## src/rtl/dmem_pkg.sv

```systemverilog
// Shared definitions for the data-memory controller: default widths,
// implemented RAM depth and the sequencing state encoding.
package dmem_pkg;

  localparam int unsigned NCORES_DEF    = 4;
  localparam int unsigned AW_DEF        = 16;
  localparam int unsigned DW_DEF        = 16;
  localparam int unsigned MEM_DEPTH_DEF = 1024;

  // Access sequencing states (IDLE -> SETUP -> ACCESS -> RESP -> IDLE)
  typedef logic [1:0] state_t;
  localparam state_t ST_IDLE   = 2'd0;
  localparam state_t ST_SETUP  = 2'd1;
  localparam state_t ST_ACCESS = 2'd2;
  localparam state_t ST_RESP   = 2'd3;

endpackage

```

## src/rtl/dmem_ctrl_rr_arbiter.sv

```systemverilog
// Combinational round-robin arbiter.
// Ports:
//   req         per-core request vector
//   rr_ptr      highest-priority core index for this decision
//   grant_idx   first requesting core at or after rr_ptr (wrapping)
//   grant_valid any request present
module rr_arbiter
  import dmem_pkg::*;
#(
  parameter int unsigned NCORES = NCORES_DEF
) (
  input  logic [NCORES-1:0]         req,
  input  logic [$clog2(NCORES)-1:0] rr_ptr,
  output logic [$clog2(NCORES)-1:0] grant_idx,
  output logic                      grant_valid
);

  localparam int unsigned IW = $clog2(NCORES);

  // Scan from farthest offset down to offset 0 so the nearest requester
  // at or after rr_ptr is the last (winning) assignment.
  always_comb begin
    grant_idx   = '0;
    grant_valid = |req;
    for (int unsigned k = NCORES; k >= 1; k--) begin
      if (req[IW'((32'(rr_ptr) + k - 1) % NCORES)]) begin
        grant_idx = IW'((32'(rr_ptr) + k - 1) % NCORES);
      end
    end
  end

endmodule

```

## src/rtl/dmem_ctrl.sv

```systemverilog
// Multi-core data-memory controller: round-robin arbitration among core
// load/store ports, sequenced onto the shared RAM bus as
// SETUP (address stable) / ACCESS (RD or WR) / RESP (ack) cycles.
// Ports:
//   clk, rst_n                  clock, asynchronous active-low reset
//   core_req/we/addr/wdata      per-core request side (packed per core)
//   core_ack/rdata/err          completion pulse, load data, range error
//   ADDBUS/DATAIN/WR/RD         RAM address, write data and strobes
//   DATAOUT                     RAM read data
module dmem_ctrl
  import dmem_pkg::*;
#(
  parameter int unsigned NCORES    = NCORES_DEF,
  parameter int unsigned AW        = AW_DEF,
  parameter int unsigned DW        = DW_DEF,
  parameter int unsigned MEM_DEPTH = MEM_DEPTH_DEF
) (
  input  logic                 clk,
  input  logic                 rst_n,
  input  logic [NCORES-1:0]    core_req,
  input  logic [NCORES-1:0]    core_we,
  input  logic [NCORES*AW-1:0] core_addr,
  input  logic [NCORES*DW-1:0] core_wdata,
  output logic [NCORES-1:0]    core_ack,
  output logic [DW-1:0]        core_rdata,
  output logic                 core_err,
  output logic [AW-1:0]        ADDBUS,
  output logic [DW-1:0]        DATAIN,
  input  logic [DW-1:0]        DATAOUT,
  output logic                 WR,
  output logic                 RD
);

  localparam int unsigned IW = $clog2(NCORES);

  state_t            state_q,  state_d;
  logic [IW-1:0]     rr_ptr_q, rr_ptr_d;
  logic [IW-1:0]     gnt_q,    gnt_d;
  logic              we_q,     we_d;
  logic              oor_q,    oor_d;
  logic [AW-1:0]     addr_q,   addr_d;
  logic [DW-1:0]     wdata_q,  wdata_d;
  logic [DW-1:0]     rdata_q,  rdata_d;
  logic              wr_q,     wr_d;
  logic              rd_q,     rd_d;
  logic              err_q,    err_d;
  logic [NCORES-1:0] ack_q,    ack_d;

  logic [IW-1:0]     arb_idx;
  logic              arb_valid;

  logic [AW-1:0]     addr_arr  [NCORES];
  logic [DW-1:0]     wdata_arr [NCORES];

  // Per-core views of the packed request buses
  for (genvar i = 0; i < NCORES; i++) begin : g_unpack
    assign addr_arr[i]  = core_addr[i*AW +: AW];
    assign wdata_arr[i] = core_wdata[i*DW +: DW];
  end

  rr_arbiter #(
    .NCORES (NCORES)
  ) u_arb (
    .req         (core_req),
    .rr_ptr      (rr_ptr_q),
    .grant_idx   (arb_idx),
    .grant_valid (arb_valid)
  );

  // Next-state and registered-output logic
  always_comb begin
    state_d  = state_q;
    rr_ptr_d = rr_ptr_q;
    gnt_d    = gnt_q;
    we_d     = we_q;
    oor_d    = oor_q;
    addr_d   = addr_q;
    wdata_d  = wdata_q;
    rdata_d  = rdata_q;
    wr_d     = 1'b0;
    rd_d     = 1'b0;
    err_d    = 1'b0;
    ack_d    = '0;

    case (state_q)
      ST_IDLE: begin
        if (arb_valid) begin
          // Latch the whole request; the core inputs are ignored until ack
          gnt_d    = arb_idx;
          we_d     = core_we[arb_idx];
          addr_d   = addr_arr[arb_idx];
          wdata_d  = wdata_arr[arb_idx];
          oor_d    = (64'(addr_arr[arb_idx]) >= 64'(MEM_DEPTH));
          rr_ptr_d = (arb_idx == IW'(NCORES - 1)) ? '0 : arb_idx + IW'(1);
          state_d  = ST_SETUP;
        end
      end

      ST_SETUP: begin
        // Strobes rise one cycle after the address was placed on ADDBUS
        rd_d    = !we_q && !oor_q;
        wr_d    = we_q && !oor_q;
        state_d = ST_ACCESS;
      end

      ST_ACCESS: begin
        if (oor_q) begin
          rdata_d = '0;
        end else if (!we_q) begin
          rdata_d = DATAOUT;
        end
        ack_d   = NCORES'(1) << gnt_q;
        err_d   = oor_q;
        state_d = ST_RESP;
      end

      ST_RESP: begin
        state_d = ST_IDLE;
      end

      default: begin
        state_d = ST_IDLE;
      end
    endcase
  end

  // State and output registers
  always_ff @(posedge clk or negedge rst_n) begin
    if (!rst_n) begin
      state_q  <= ST_IDLE;
      rr_ptr_q <= '0;
      gnt_q    <= '0;
      we_q     <= 1'b0;
      oor_q    <= 1'b0;
      addr_q   <= '0;
      wdata_q  <= '0;
      rdata_q  <= '0;
      wr_q     <= 1'b0;
      rd_q     <= 1'b0;
      err_q    <= 1'b0;
      ack_q    <= '0;
    end else begin
      state_q  <= state_d;
      rr_ptr_q <= rr_ptr_d;
      gnt_q    <= gnt_d;
      we_q     <= we_d;
      oor_q    <= oor_d;
      addr_q   <= addr_d;
      wdata_q  <= wdata_d;
      rdata_q  <= rdata_d;
      wr_q     <= wr_d;
      rd_q     <= rd_d;
      err_q    <= err_d;
      ack_q    <= ack_d;
    end
  end

  // The latched request drives the RAM bus directly, so ADDBUS/DATAIN
  // only move when a new grant is taken.
  assign ADDBUS     = addr_q;
  assign DATAIN     = wdata_q;
  assign WR         = wr_q;
  assign RD         = rd_q;
  assign core_ack   = ack_q;
  assign core_err   = err_q;
  assign core_rdata = rdata_q;

endmodule
```

## config.mk

```make
export PLATFORM = sky130hd
export DESIGN_NAME = dmem_ctrl
export DESIGN_NICKNAME = d
export VERILOG_FILES = /design/src/rtl/dmem_pkg.sv /design/src/rtl/dmem_ctrl_rr_arbiter.sv /design/src/rtl/dmem_ctrl.sv
export SDC_FILE = /design/constraint.sdc
export NUM_CORES = 1
export LEC_CHECK = 0
export ABC_AREA = 1
export CAP_MARGIN = 10
export CORE_ASPECT_RATIO = 1.75
export CORE_MARGIN = 10
export CORE_UTILIZATION = 39
export DETAILED_ROUTE_END_ITERATION = 6
export GPL_ROUTABILITY_DRIVEN = 0
export PLACE_DENSITY = 0.81
export SYNTH_ARGS = -nofsm -noshare
export SYNTH_HDL_FRONTEND = slang
export SYNTH_SLANG_ARGS = --single-unit
```

## constraint.sdc

```tcl
create_clock -name clk -period 2 [get_ports clk]
set_input_delay 0.4 -clock clk [delete_from_list [all_inputs] [get_ports clk]]
set_output_delay 0.4 -clock clk [all_outputs]
set_load 0.1 [all_outputs]
```

==> results of run 1 <==
worst max-delay path: stages, from the launching register on:
cell       delay (ps)
dfrtp_2           480
inv_4             110
nand2_2            70
nand3_1           100
nand2_2            80
nand3_4           120
nand2_4            70
nand2_4           110
nand2_8            90
clkbuf_16         170
buf_12            140
o21ai_1           140
o21bai_1          130
a31oi_1           100
flip-flops by register name (all words and copies together) (netlist names):
register,cells
we_q,1
WR,1
ADDBUS,16
RD,1
core_ack,4
gnt_q,2
DATAIN,16
core_rdata,16
rr_ptr_q,2
oor_q,1
state_q,2
core_err,1
synth_stat cells:
master	instances
a21oi_1	29
nand3_1	49
nor2_2	2
nor3_1	5
dfrtp_1	63
o21ai_0	23
nor2_1	41
a31oi_1	28
o21ai_1	54
nand2b_1	1
o21bai_1	27
nand3b_1	2
buf_4	2
nand2_1	48
nand3_2	2
buf_6	6
nand4_1	1
clkbuf_1	13
a21boi_1	1
a31oi_2	1
inv_1	64
buf_2	13
nor2_4	1
nand2_2	2
clkinv_1	1
ha_1	4
inv_2	7
cell families after synthesis:
| kind of cell | after synthesis |
|---|---|
| simple gates | 154 |
| compound gates | 163 |
| flops | 63 |
| fa+ha+maj | 4 |
| buf+inv | 106 |
per-stage QoR:
stage / utilization / worst slack [ps]
floorplan: - / 240
global placement: 0.636 / -339
detailed placement: 0.636 / -396
CTS: 0.672 / -31.6
global route: 0.713 / -173
finish: 0.713 / -51.1
worst max path at each step:
stage                                       start                endpoint  slack [ps]  depth (start not counted)
after floorplan           rr_ptr_q[0]$_DFFE_PN0P_       oor_q$_DFFE_PN0P_         240                         16
after global placement                core_req[3]       oor_q$_DFFE_PN0P_        -340                         11
after detailed placement              core_req[1]   ADDBUS[4]$_DFFE_PN0P_        -400                         13
after CTS                             core_req[1]   DATAIN[7]$_DFFE_PN0P_         -30                         14
after global routing      rr_ptr_q[0]$_DFFE_PN0P_  DATAIN[10]$_DFFE_PN0P_        -170                         13
final                     rr_ptr_q[0]$_DFFE_PN0P_  DATAIN[10]$_DFFE_PN0P_         -50                         13
metal layers:
layer  vias to the layer above  share of wire
met5                         -              0
met4                         0          0.045
met3                        49          0.069
met2                       190           0.55
met1                      2062           0.34
li1                       2097              -
repair_timing:
action                                  CTS  global route
endpoints found under the setup margin   25            38
gates resized for setup                   8            60
cloned                                    1             5
pin swaps                                 0            13
endpoints found under the hold margin     0             0
setup buffers                             0             4
cell type report:
class | instances | area share
multi-input combinational | 321 | 0.281
clock inverter | 4 | 0.00448
timing repair buffer | 252 | 0.377
sequential | 63 | 0.235
tap | 122 | 0.0228
inverter | 72 | 0.0414
clock buffer | 12 | 0.0382
==> run_summary.xml, run 1 <==
<?xml version="1.0" encoding="UTF-8"?>
<metrics>
  <group name="status">
    <metric name="run_status" unit="">finished, violations left</metric>
    <metric name="failed_checks" unit="">setup timing</metric>
  </group>
  <group name="logic_synthesis">
    <metric name="post_synth_main_area_contributors" unit="">dfrtp_1, o21ai_1, nand3_1, inv_1, o21bai_1</metric>
    <metric name="syn-num-nets" unit="">648</metric>
    <metric name="postSynthAreaPerCell" unit="um^2">7.57</metric>
    <metric name="yosys.area.top_type_share" unit="">0.425</metric>
    <metric name="synth_xor_area_frac" unit="">0</metric>
    <metric name="yosys-mux-area-fraction" unit="">0</metric>
    <metric name="synth_warn" unit="">0</metric>
    <metric name="synth.ff_latch_count" unit="">63</metric>
    <metric name="synth_top_area_cell" unit="">dfrtp_1</metric>
    <metric name="ys_seq_area_frac" unit="">0.425</metric>
    <metric name="synth.cell_area" unit="mm^2">0.00371</metric>
    <metric name="synth_compound_area_frac" unit="">0.250</metric>
    <metric name="synthSimpleGateAreaFrac" unit="">0.185</metric>
    <metric name="synth_adder_area_share" unit="">0.0135</metric>
    <metric name="ys_types" unit="">27</metric>
    <metric name="postSynthCellCount" unit="">490</metric>
    <metric name="dominant_combinational_cell_family_by_area_after_synthesis" unit="">compound AO/OA/AOI/OAI gates</metric>
  </group>
  <group name="routing">
    <metric name="detail-route-antenna-nets" unit="">0</metric>
    <metric name="residual_drc_count" unit="">0</metric>
    <metric name="routed_via_density" unit="">5.20</metric>
    <metric name="postRouteWirelength" unit="um">15900</metric>
    <metric name="dr.pass1.iters" unit="">5</metric>
    <metric name="routed-via-count" unit="">4398</metric>
    <metric name="drt-wirelength-per-cell" unit="um">18.8</metric>
    <metric name="drt_iter0_markers" unit="">185</metric>
  </group>
  <group name="critical_path">
    <metric name="worstPathRequired" unit="ps">2200</metric>
    <metric name="timing.critical_path.arrival" unit="ps">2250</metric>
    <metric name="slack_of_the_worst_reg_to_reg_path" unit="ps">-50</metric>
    <metric name="timing.critical_path.to_type" unit="">flip-flop</metric>
    <metric name="critical_path_class" unit="">flip-flop to flip-flop</metric>
    <metric name="crit_fanout" unit="">15</metric>
    <metric name="reg2regPathDepth" unit="">13</metric>
    <metric name="rr_endpoint" unit="">DATAIN[10]$_DFFE_PN0P_</metric>
    <metric name="timing.critical_path.from_type" unit="">flip-flop</metric>
    <metric name="crit-reg2reg-launch" unit="">rr_ptr_q[0]$_DFFE_PN0P_</metric>
  </group>
  <group name="finish">
    <metric name="final_nets" unit="">877</metric>
    <metric name="multiInputGateArea" unit="mm^2">0.00188</metric>
    <metric name="mostFrequentLayoutCells" unit="">clkdlybuf4s50_1, buf_4, dfrtp_1</metric>
    <metric name="layout.cells.most_common" unit="">clkdlybuf4s50_1</metric>
    <metric name="area_delta_synth_final" unit="%">80.8</metric>
    <metric name="fillerInstances" unit="">749</metric>
    <metric name="layout-drive-gt1-share" unit="">0.235</metric>
    <metric name="final-instance-count-excl-fill" unit="">846</metric>
    <metric name="seqCellArea" unit="mm^2">0.00158</metric>
    <metric name="post-route-cell-area" unit="mm^2">0.00671</metric>
    <metric name="antennaDiodeCount" unit="">0</metric>
  </group>
  <group name="die">
    <metric name="fp.dieArea" unit="mm^2">0.0140</metric>
    <metric name="io_pins" unit="">209</metric>
    <metric name="number_of_core_rows" unit="">47</metric>
    <metric name="die_w" unit="um">93.7</metric>
    <metric name="core_region_area" unit="mm^2">0.00941</metric>
    <metric name="fp.dieH" unit="um">149</metric>
    <metric name="initial_utilization" unit="">0.394</metric>
  </group>
  <group name="timing">
    <metric name="least_margin_pin_slew" unit="ps">495</metric>
    <metric name="fin_skew" unit="ps">8.01</metric>
    <metric name="whs" unit="ps">35.6</metric>
    <metric name="slew_limit_fails" unit="">0</metric>
    <metric name="post-route-min-period" unit="ps">2050</metric>
    <metric name="timing.setup.tns" unit="ps">-277</metric>
    <metric name="postLayoutSetupSlackWorst" unit="ps">-51.1</metric>
    <metric name="setup_viol" unit="">13</metric>
    <metric name="finalHoldViolations" unit="">0</metric>
    <metric name="rsz0062_at_grt" unit="">true</metric>
    <metric name="min_period_over_period" unit="">1.03</metric>
    <metric name="max_freq" unit="MHz">488</metric>
    <metric name="timing.slew.headroom" unit="">0.670</metric>
  </group>
  <group name="grt">
    <metric name="grt_pass1_vias" unit="">4597</metric>
    <metric name="gr-max-usage-layer" unit="">met2</metric>
    <metric name="gr_util_met2" unit="">0.386</metric>
    <metric name="initial_antenna_violation_count" unit="">0</metric>
    <metric name="globalRouteMet3Util" unit="">0.0565</metric>
    <metric name="grt.total_usage" unit="">0.208</metric>
    <metric name="gr-total-overflow" unit="">0</metric>
    <metric name="grt_start_max_net_pins" unit="">40</metric>
    <metric name="groute.layer.met1.usage" unit="">0.201</metric>
    <metric name="grt_first_pass_wirelength" unit="um">23000</metric>
  </group>
  <group name="cts">
    <metric name="clkSlewWorstSetupHoldPaths" unit="ps">60</metric>
    <metric name="clkSinkCount" unit="">63</metric>
    <metric name="ctsHtreeMaxLevel" unit="">3</metric>
    <metric name="tritoncts.num_buffers" unit="">9</metric>
    <metric name="clock_tree.root_cell" unit="">clkbuf_16</metric>
    <metric name="tritoncts" unit="">done</metric>
    <metric name="cts_hold_buffers" unit="">0</metric>
    <metric name="clock_insertion_delay_worst_skew" unit="ps">330</metric>
    <metric name="cts_buffer_depth" unit="">2</metric>
  </group>
  <group name="placed_design">
    <metric name="count_of_buffers_from_port_buffering" unit="">208</metric>
    <metric name="dpl.hpwl" unit="um">11900</metric>
    <metric name="place.detailed.instances" unit="">820</metric>
    <metric name="dpl-instance-area" unit="mm^2">0.00599</metric>
  </group>
  <group name="flow_run">
    <metric name="cap_violations" unit="">0</metric>
  </group>
  <group name="worst_hold_path">
    <metric name="hold_path.class" unit="">primary input to async pin</metric>
  </group>
</metrics>
Power of run 1 is left out: the tool's default activity adds up to more than one toggle a clock period on the data nets, which glitch-free logic cannot reach.
==> run 2: changes to the inputs <==
- SLEW_MARGIN: unset -> 20
==> results of run 2 <==
Same layout as run 1: the final DEF is identical, and so are final timing and power.
Power of run 2 is left out for the same reason.
